--- src/rtl/cache_port_arbiter_if.sv ---
// Bundle of signals between the IF/MEM request ports, the shared data
// cache and the arbiter that sequences accesses to it.
//
// Request handshake: a requester raises req_x with its fields and holds
// req_x until it sees ack_x. ack_x is a one-cycle pulse. The requester
// drops req_x, or presents a new request, on the edge where it observes
// ack_x. Fields are latched at grant time, so later changes are ignored.
// Cache side: cache_ren/cache_wen are one-cycle strobes. cache_dataout and
// cache_miss are valid in the cycle after a strobe.
interface cache_port_arbiter_if;
  // instruction fetch port (read-only)
  logic        req_i;
  logic [31:0] addr_i;
  logic        ack_i;
  // load/store port
  logic        req_d;
  logic        wen_d;
  logic [31:0] addr_d;
  logic [31:0] wdata_d;
  logic [3:0]  bsel_d;
  logic        ack_d;
  // shared response / status
  logic [31:0] rdata;
  logic        busy;
  logic [15:0] miss_cnt;
  // cache side
  logic        cache_ren;
  logic        cache_wen;
  logic [31:0] cache_addr;
  logic [31:0] cache_old_addr;
  logic [31:0] cache_wdata;
  logic [3:0]  cache_bsel;
  logic [31:0] cache_dataout;
  logic        cache_miss;
  // sequencer state for observation
  logic [2:0]  dbg_state;

  // arbiter side
  modport slave (
    input  req_i, addr_i,
    input  req_d, wen_d, addr_d, wdata_d, bsel_d,
    input  cache_dataout, cache_miss,
    output ack_i, ack_d, rdata, busy, miss_cnt,
    output cache_ren, cache_wen, cache_addr, cache_old_addr,
    output cache_wdata, cache_bsel, dbg_state
  );

  // pipeline + cache side
  modport master (
    output req_i, addr_i,
    output req_d, wen_d, addr_d, wdata_d, bsel_d,
    output cache_dataout, cache_miss,
    input  ack_i, ack_d, rdata, busy, miss_cnt,
    input  cache_ren, cache_wen, cache_addr, cache_old_addr,
    input  cache_wdata, cache_bsel, dbg_state
  );
endinterface

--- src/rtl/cache_port_arbiter.sv ---
// Round-robin arbiter and access sequencer for the single-ported data
// cache shared by instruction fetch and load/store. One transaction at a
// time: grant, one-cycle strobe, response check, optional refill window,
// one-cycle acknowledge. Every output comes straight from a register.
module cache_port_arbiter #(
  parameter int REFILL_CYCLES = 2
) (
  input  logic               clk,
  input  logic               reset,
  cache_port_arbiter_if.slave bus
);

  typedef enum logic [2:0] {
    IDLE   = 3'd0,
    ISSUE  = 3'd1,
    RESP   = 3'd2,
    REFILL = 3'd3,
    ACK    = 3'd4
  } state_t;

  // refill counter starts one below the cycle count so the counter hits 0
  // in the last REFILL cycle
  localparam logic [3:0] REFILL_LOAD = 4'(REFILL_CYCLES - 1);

  state_t      state;
  logic        gnt_d;       // 1: data port owns the current transaction
  logic        last_gnt_d;  // 1: data port was granted last
  logic        wen_q;       // current transaction is a store
  logic [31:0] addr_q;
  logic [31:0] wdata_q;
  logic [3:0]  bsel_q;
  logic [31:0] rdata_q;
  logic [15:0] miss_cnt_q;
  logic [3:0]  refill_ctr;
  logic        ren_q;
  logic        wen_strobe_q;
  logic        ack_i_q;
  logic        ack_d_q;
  logic        busy_q;
  logic        pick_d;

  // Grant choice for IDLE: a lone requester wins; on a tie the port that
  // was not granted last wins.
  always_comb begin
    pick_d = bus.req_d && (!bus.req_i || !last_gnt_d);
  end

  // Sequencer: state, latched request fields and all registered outputs.
  always_ff @(posedge clk or posedge reset) begin
    if (reset) begin
      state        <= IDLE;
      gnt_d        <= 1'b0;
      last_gnt_d   <= 1'b1;
      wen_q        <= 1'b0;
      addr_q       <= '0;
      wdata_q      <= '0;
      bsel_q       <= '0;
      rdata_q      <= '0;
      miss_cnt_q   <= '0;
      refill_ctr   <= '0;
      ren_q        <= 1'b0;
      wen_strobe_q <= 1'b0;
      ack_i_q      <= 1'b0;
      ack_d_q      <= 1'b0;
      busy_q       <= 1'b0;
    end else begin
      // strobes and acks are single-cycle pulses
      ren_q        <= 1'b0;
      wen_strobe_q <= 1'b0;
      ack_i_q      <= 1'b0;
      ack_d_q      <= 1'b0;
      unique case (state)
        IDLE: begin
          if (bus.req_i || bus.req_d) begin
            gnt_d      <= pick_d;
            last_gnt_d <= pick_d;
            if (pick_d) begin
              wen_q        <= bus.wen_d;
              addr_q       <= bus.addr_d;
              wdata_q      <= bus.wdata_d;
              bsel_q       <= bus.bsel_d;
              ren_q        <= !bus.wen_d;
              wen_strobe_q <= bus.wen_d;
            end else begin
              // instruction fetches never write: zero the store fields
              wen_q   <= 1'b0;
              addr_q  <= bus.addr_i;
              wdata_q <= '0;
              bsel_q  <= '0;
              ren_q   <= 1'b1;
            end
            busy_q <= 1'b1;
            state  <= ISSUE;
          end
        end
        ISSUE: begin
          state <= RESP;
        end
        RESP: begin
          if (bus.cache_miss) begin
            if (miss_cnt_q != 16'hFFFF) begin
              miss_cnt_q <= miss_cnt_q + 16'd1;
            end
            refill_ctr <= REFILL_LOAD;
            state      <= REFILL;
          end else begin
            if (!wen_q) begin
              rdata_q <= bus.cache_dataout;
            end
            ack_i_q <= !gnt_d;
            ack_d_q <= gnt_d;
            state   <= ACK;
          end
        end
        REFILL: begin
          if (refill_ctr == 4'd0) begin
            if (wen_q) begin
              // the cache allocates on a write miss: the store is done
              ack_d_q <= gnt_d;
              ack_i_q <= !gnt_d;
              state   <= ACK;
            end else begin
              // reads retry the same address after the line arrives
              ren_q <= 1'b1;
              state <= ISSUE;
            end
          end else begin
            refill_ctr <= refill_ctr - 4'd1;
          end
        end
        ACK: begin
          busy_q <= 1'b0;
          state  <= IDLE;
        end
        default: begin
          busy_q <= 1'b0;
          state  <= IDLE;
        end
      endcase
    end
  end

  // Output map: everything is a register or a latched field.
  assign bus.ack_i          = ack_i_q;
  assign bus.ack_d          = ack_d_q;
  assign bus.rdata          = rdata_q;
  assign bus.busy           = busy_q;
  assign bus.miss_cnt       = miss_cnt_q;
  assign bus.cache_ren      = ren_q;
  assign bus.cache_wen      = wen_strobe_q;
  assign bus.cache_addr     = addr_q;
  assign bus.cache_old_addr = addr_q;
  assign bus.cache_wdata    = wdata_q;
  assign bus.cache_bsel     = bsel_q;
  assign bus.dbg_state      = state;

  // Strobes never overlap and at most one port is acknowledged.
  always @(posedge clk) begin
    if (!reset) begin
      assert (!(ren_q && wen_strobe_q))
        else $error("cache_ren and cache_wen both high");
      assert (!(ack_i_q && ack_d_q))
        else $error("ack_i and ack_d both high");
    end
  end

endmodule
--- src/flat_wrapper.sv ---
// flat-port wrapper written by rule: the top's interface ports become plain ports
module cache_port_arbiter_flat 
#(
  parameter int REFILL_CYCLES = 2
)
  (clk, reset, bus_req_i, bus_addr_i, bus_req_d, bus_wen_d, bus_addr_d, bus_wdata_d, bus_bsel_d, bus_cache_dataout, bus_cache_miss, bus_ack_i, bus_ack_d, bus_rdata, bus_busy, bus_miss_cnt, bus_cache_ren, bus_cache_wen, bus_cache_addr, bus_cache_old_addr, bus_cache_wdata, bus_cache_bsel, bus_dbg_state);
  cache_port_arbiter_if bus_i ();
  input  logic clk;
  input  logic reset;
  input wire logic [$bits(bus_i.req_i)-1:0] bus_req_i;
  input wire logic [$bits(bus_i.addr_i)-1:0] bus_addr_i;
  input wire logic [$bits(bus_i.req_d)-1:0] bus_req_d;
  input wire logic [$bits(bus_i.wen_d)-1:0] bus_wen_d;
  input wire logic [$bits(bus_i.addr_d)-1:0] bus_addr_d;
  input wire logic [$bits(bus_i.wdata_d)-1:0] bus_wdata_d;
  input wire logic [$bits(bus_i.bsel_d)-1:0] bus_bsel_d;
  input wire logic [$bits(bus_i.cache_dataout)-1:0] bus_cache_dataout;
  input wire logic [$bits(bus_i.cache_miss)-1:0] bus_cache_miss;
  output wire logic [$bits(bus_i.ack_i)-1:0] bus_ack_i;
  output wire logic [$bits(bus_i.ack_d)-1:0] bus_ack_d;
  output wire logic [$bits(bus_i.rdata)-1:0] bus_rdata;
  output wire logic [$bits(bus_i.busy)-1:0] bus_busy;
  output wire logic [$bits(bus_i.miss_cnt)-1:0] bus_miss_cnt;
  output wire logic [$bits(bus_i.cache_ren)-1:0] bus_cache_ren;
  output wire logic [$bits(bus_i.cache_wen)-1:0] bus_cache_wen;
  output wire logic [$bits(bus_i.cache_addr)-1:0] bus_cache_addr;
  output wire logic [$bits(bus_i.cache_old_addr)-1:0] bus_cache_old_addr;
  output wire logic [$bits(bus_i.cache_wdata)-1:0] bus_cache_wdata;
  output wire logic [$bits(bus_i.cache_bsel)-1:0] bus_cache_bsel;
  output wire logic [$bits(bus_i.dbg_state)-1:0] bus_dbg_state;
  assign bus_i.req_i = bus_req_i;
  assign bus_i.addr_i = bus_addr_i;
  assign bus_i.req_d = bus_req_d;
  assign bus_i.wen_d = bus_wen_d;
  assign bus_i.addr_d = bus_addr_d;
  assign bus_i.wdata_d = bus_wdata_d;
  assign bus_i.bsel_d = bus_bsel_d;
  assign bus_i.cache_dataout = bus_cache_dataout;
  assign bus_i.cache_miss = bus_cache_miss;
  assign bus_ack_i = bus_i.ack_i;
  assign bus_ack_d = bus_i.ack_d;
  assign bus_rdata = bus_i.rdata;
  assign bus_busy = bus_i.busy;
  assign bus_miss_cnt = bus_i.miss_cnt;
  assign bus_cache_ren = bus_i.cache_ren;
  assign bus_cache_wen = bus_i.cache_wen;
  assign bus_cache_addr = bus_i.cache_addr;
  assign bus_cache_old_addr = bus_i.cache_old_addr;
  assign bus_cache_wdata = bus_i.cache_wdata;
  assign bus_cache_bsel = bus_i.cache_bsel;
  assign bus_dbg_state = bus_i.dbg_state;
  cache_port_arbiter #(.REFILL_CYCLES(REFILL_CYCLES)) u_core (.clk(clk), .reset(reset), .bus(bus_i));
endmodule
--- config.mk ---
export PLATFORM = sky130hd
export DESIGN_NAME = cache_port_arbiter_flat
export DESIGN_NICKNAME = d
export VERILOG_FILES = /design/src/rtl/cache_port_arbiter_if.sv /design/src/rtl/cache_port_arbiter.sv /design/src/flat_wrapper.sv
export SDC_FILE = /design/constraint.sdc
export NUM_CORES = 1
export LEC_CHECK = 0
export ABC_AREA = 1
export CORE_MARGIN = 5
export CORE_UTILIZATION = 45
export CTS_BUF_LIST = sky130_fd_sc_hd__clkbuf_4
export CTS_CLUSTER_DIAMETER = 80
export DETAILED_ROUTE_END_ITERATION = 10
export GPL_ROUTABILITY_DRIVEN = 0
export GPL_TIMING_DRIVEN = 0
export PLACE_DENSITY_LB_ADDON = 0.3
export SYNTH_ARGS = -nofsm -noshare
export SYNTH_HDL_FRONTEND = slang
export SYNTH_SLANG_ARGS = --single-unit
--- constraint.sdc ---
create_clock -name clk -period 6.68 [get_ports clk]
set_clock_uncertainty 0.15 [all_clocks]
set_input_delay 1.336 -clock clk [delete_from_list [all_inputs] [get_ports clk]]
set_output_delay 1.336 -clock clk [all_outputs]
set_load 0.01 [all_outputs]
==> flow_summary.toml, run 1 <==
[sta]
fmax_ghz = 0.320
maxSlewViolCount = 0
setup_viol = 0
hold_viol = 0
min_period_over_period = 0.468
worstMarginPinSlew_ns = 0.570
fin_crit_ns = 3.13
rsz0062_at_grt = "false"
slew_headroom = 0.620
holdWs_ns = 0.294

[run]
cap_violations = 0

[place]
io_buffers = 293
dp_hpwl_um = 14900
dpl.cell_count = 1191

[clock_network]
cts_tree = "yes"
clockBufferDepth = 2
cts-root-buf = "clkbuf_4"
htreeDepth = 4
postCtsSetupBuffers = 0
post_cts_resized = 0
clock_sinks = 131
cts_buffers = 17
ctsHoldBuffers = 0
clk_pin_slew_ns = 0.10
insertion_delay_ns = 0.54

[critical_path]
path_buf_inv = 2
crit_required_ns = 5.19
slowest_stage = "clkdlybuf4s50_1"
critPathLaunchType = "register"
crit_path_max_incr_delay_ns = 0.52
cp.arrival_ns = 1.64
crit_path_cell_trace = "buf_4 -> clkdlybuf4s50_1"
end_kind = "output port"
crit_fanout = 3
cpLargestDelayFamily = "buffers and inverters"
critical_path_class = "reg -> out"

[die]
row_count = 42
dieWidth_um = 126
pin_count = 294
start_util = 0.456
die-area_mm2 = 0.0158
coreArea_mm2 = 0.0132
die_h_um = 126

[layout]
final_common_cell = "clkdlybuf4s50_1"
stdcell_count = 1222
register_area_mm2 = 0.00328
layout_common_cells = "clkdlybuf4s50_1 (293), nand2_1 (260), dfrtp_1 (130), nand3_1 (73)"
n_antenna_cell = 0
multi_input_area_mm2 = 0.00219
fin_nets = 1175
drive_above_1_share = 0.101
syn2layout_area_growth_pct = 56.8
nFillCells = 1049

[logic_synthesis]
syn_avg_cell_area_um2 = 8.34
ys_seq_area_frac = 0.545
yosys_warnings = 0
synth_seq_cells = 131
syn_inst = 721
yosysUniqueCellTypes = 30
synthesis.nets = 862
syn_area_mm2 = 0.00601

[drt]
drt-initial-drc-count = 270
drc_errors = 0
drt_first_pass_iters = 5
drt_wl_total_um = 19200
via_per_inst = 4.85
num_vias = 5929
routedWlPerCell_um = 15.7
antenna_left = 0

[global_route]
antenna_found_initial = 0
grt_max_degree = 94
track_usage = 0.243
overflow = 0
grt_pass1_vias = 5767
grt_pass1_wl_um = 30400

[run_status]
status = "finished, final reports clean"

[power_and_ir_drop]
power_density_mw_per_mm2 = 427
p_leak_uw = 0.00443
ir_drop_uv = 260

[hold_path]
hold_path.class = "reg -> reg"
==> worst paths after layout <==
| path | from | end | slack (ns) | cells after the start |
|---|---|---|---|---|
| max | u_core.bus.cache_addr[30] | bus_cache_old_addr[30] | 3.55 | 2 |
| min | u_core.gnt_d | u_core.bus.ack_i | 0.29 | 1 |
| max reg2reg | u_core.bus.miss_cnt[0] | u_core.bus.miss_cnt[11] | 4.87 | 10 |
| min reg2reg | u_core.gnt_d | u_core.bus.ack_i | 0.29 | 1 |
| max in group asynchronous | reset | u_core.last_gnt_d | 4.56 | 3 |
| min in group asynchronous | reset | u_core.bus.rdata[17] | 1.00 | 2 |
==> state kept, by name, indices dropped and copies added, names as in the netlist, 3 cells and up <==
register and flops:
u_core.bus.dbg_state 3, u_core.bus.cache_addr 32, u_core.bus.rdata 32, u_core.refill_ctr 4, u_core.bus.miss_cnt 16, u_core.bus.cache_wdata 32, u_core.bus.cache_bsel 4
==> cell usage after synthesis <==
master    number  area [um^2]
a21oi_1        2         10.0
a21oi_2        1         8.76
buf_2         16         80.1
buf_4         37          278
buf_6          4         45.0
clkbuf_1      10         37.5
clkinv_1       1         3.75
dfrtp_1      130         3250
dfstp_2        1         26.3
ha_1           3         37.5
inv_1         20         75.1
inv_2          4         15.0
inv_4          1         6.26
nand2_1      260          976
nand2_2        1         6.26
nand2_4        1         11.3
nand3_1       73          365
nand3_2        2         20.0
nand3b_1       4         30.0
nand4_1        3         18.8
nor2_1        55          206
nor2_2         6         37.5
nor2_4         1         11.3
nor3_1         1         5.00
o211ai_1       1         7.51
o21ai_0       20          100
o21ai_1       55          275
o22ai_1        2         12.5
xnor2_1        2         17.5
xor2_1         4         35.0
==> cell type report <==
| class | count | share of cell area |
|---|---|---|
| multi-input combinational | 497 | 0.233 |
| clock inverter | 13 | 0.0101 |
| inverter | 26 | 0.0111 |
| sequential | 131 | 0.348 |
| tap | 176 | 0.0234 |
| timing repair buffer | 294 | 0.314 |
| clock buffer | 18 | 0.0143 |
| buffer | 67 | 0.0467 |
==> kinds of logic after synthesis <==
family,share of synthesized area
xor gates and xnor gates,0.00874
DFF,0.545
adders and majority gates,0.00624
and+or+nand+nor,0.281
AOI/OAI and AO/OA,0.0689
buffers and inverters,0.0899
==> metal layers <==
metal,vias up,GRT usage,part of all wire
li1,2916,-,-
met1,2728,0.291,0.39
met2,245,0.403,0.49
met3,40,0.0840,0.088
met4,0,0.0969,0.029
met5,-,0,0
==> stage by stage <==
stage | power (uW) | worst slack, ns | instance area [um^2] | utilization | TNS (ns)
floorplan | 2390 | 1.70 | 6010 | - | 0
finish | 4020 | 3.55 | 9430 | 0.715 | 0
detailed placement | 3590 | 3.46 | 9200 | 0.697 | 0
global route | 4310 | 3.47 | 9430 | 0.715 | 0
global placement | 3530 | -0.244 | 9170 | 0.695 | -30.55
CTS | 4060 | 3.49 | 9430 | 0.715 | 0
==> report_power, final <==
part,switching [uW],internal [uW]
logic,1010,1160
clock network,289,178
registers,239,1140
Note: power is estimated with default switching activity, not from simulation.
==> run 2, diff against run 1 <==
Settings changed: CORE_UTILIZATION 45 to 42.
Clock period 6.68 ns to 3.1 ns, I/O delays scaled along.
==> run 2 against run 1 <==
Effect of this change:
- hold slack got worse by 0.0088 ns
- combinational power increased by 110%
- global-route usage down 1.1 points
- core utilization shrank 3.2 points
- clock power rose to 2.5 times the previous value
- non-clock buffer count up 2
- cell area increased by 0.96%
- sequential share of layout area is 0.33 points lower
- register-to-register slack lost 3.6 ns
- die area is 6.6% higher
- critical path type unchanged
- largest power group unchanged
==> flow_summary.toml, run 2 (synthesis results as in run 1) <==
[sta]
min_period_over_period = 0.770
hold_viol = 0
worstMarginPinSlew_ns = 0.760
maxSlewViolCount = 0
fmax_ghz = 0.419
fin_crit_ns = 2.39
slew_headroom = 0.492
setup_viol = 0
rsz0062_at_grt = "false"

[drt]
drt-initial-drc-count = 327
drt_first_pass_iters = 4
drt_wl_total_um = 19200
routedWlPerCell_um = 15.6
num_vias = 5886
antenna_left = 0
via_per_inst = 4.79
drc_errors = 0

[power_and_ir_drop]
p_comb_frac = 0.532
power_density_mw_per_mm2 = 924
finalPower_uw = 8800
clockPowerShare = 0.133
ir_drop_uv = 476
p_seq_frac = 0.335
switching_share = 0.378
netSwitchingPower_uw = 3330
p_leak_uw = 0.00447
p_int_uw = 5470

[place]
io_buffers = 293
dp_hpwl_um = 14900

[layout]
register_area_mm2 = 0.00328
drive_above_1_share = 0.105
multi_input_area_mm2 = 0.00219
fin_util = 0.683
n_antenna_cell = 0
fin_nets = 1177
nFillCells = 1159
syn2layout_area_growth_pct = 58.3
layout_common_cells = "clkdlybuf4s50_1 (293), nand2_1 (260), dfrtp_1 (130), nand3_1 (73)"
final_common_cell = "clkdlybuf4s50_1"

[die]
die-area_mm2 = 0.0168
dieWidth_um = 130
pin_count = 294
start_util = 0.431
die_h_um = 130
row_count = 43
coreArea_mm2 = 0.0139

[critical_path]
critPathLaunchType = "register"
crit_path_max_incr_delay_ns = 0.52
cp.arrival_ns = 1.62
crit_required_ns = 2.33
path_buf_inv = 2
cpLargestDelayFamily = "buffers and inverters"
critical_path_class = "reg -> out"
crit_path_cell_trace = "buf_4 -> clkdlybuf4s50_1"
slowest_stage = "clkdlybuf4s50_1"
end_kind = "output port"
crit_fanout = 3

[global_route]
grt_max_degree = 39
grt_pass1_wl_um = 30500
antenna_found_initial = 0
grt_pass1_vias = 5880
overflow = 0
track_usage = 0.232

[clock_network]
cts_tree = "yes"
ctsHoldBuffers = 0
clk_pin_slew_ns = 0.11
insertion_delay_ns = 0.53
postCtsSetupBuffers = 0
cts_buffers = 17
post_cts_resized = 0
clockBufferDepth = 2
cts-root-buf = "clkbuf_4"
htreeDepth = 4
clock_sinks = 131

[run]
cap_violations = 0

[hold_path]
hold_path.class = "reg -> reg"

[run_status]
status = "finished, final reports clean"
run 2: worst paths after layout:
kind / from / end / slack [ns] / cells after the start
setup / recovery: u_core.bus.cache_addr[29] / bus_cache_old_addr[29] / 0.71 / 2
hold / removal: u_core.gnt_d / u_core.bus.ack_i / 0.28 / 1
setup reg to reg: u_core.bus.miss_cnt[0] / u_core.bus.miss_cnt[1] / 1.29 / 10
hold reg to reg: u_core.gnt_d / u_core.bus.ack_i / 0.28 / 1
max in group asynchronous: reset / u_core.bus.miss_cnt[9] / 1.54 / 4
min in group asynchronous: reset / u_core.bus.rdata[6] / 0.40 / 2
run 2: per-stage QoR:
stage | instances | setup slack [ns] | TNS [ns] | area (um^2) | hold slack [ns]
finish | 1229 | 0.712 | 0 | 9520 | 0.285
global route | 1229 | 0.590 | 0 | 9520 | 0.306
CTS | 1229 | 0.627 | 0 | 9520 | 0.294
detailed placement | 1197 | 0.566 | 0 | 9230 | 0.280
global placement | 1194 | -0.556 | -71.08 | 9170 | 0.263
floorplan | 721 | 0.708 | 0 | 6020 | 0.253
run 2: area by class of cell:
class / count / area share
buffer: 67 / 0.0463
clock buffer: 20 / 0.0158
clock inverter: 12 / 0.0141
inverter: 26 / 0.0109
multi-input combinational: 497 / 0.230
sequential: 131 / 0.345
tap: 180 / 0.0237
timing repair buffer: 296 / 0.314
run 2: power groups by stage:
stage	Combinational [uW]	Clock, uW	Sequential, uW
2_1_floorplan	1920	0	3240
3_3_place_gp	4650	0	2950
3_5_place_dp	4740	0	2980
4_1_cts	4760	1200	2950
5_1_grt	5140	1290	3050
6_report	4680	1170	2950
run 2: per-layer routing:
| layer | global-route usage | vias up | wire (um) |
|---|---|---|---|
| met5 | 0 | - | 0 |
| met4 | 0.0782 | 0 | 367 |
| met3 | 0.0796 | 30 | 1800 |
| met2 | 0.391 | 207 | 9570 |
| met1 | 0.280 | 2734 | 7500 |
| li1 | - | 2915 | - |
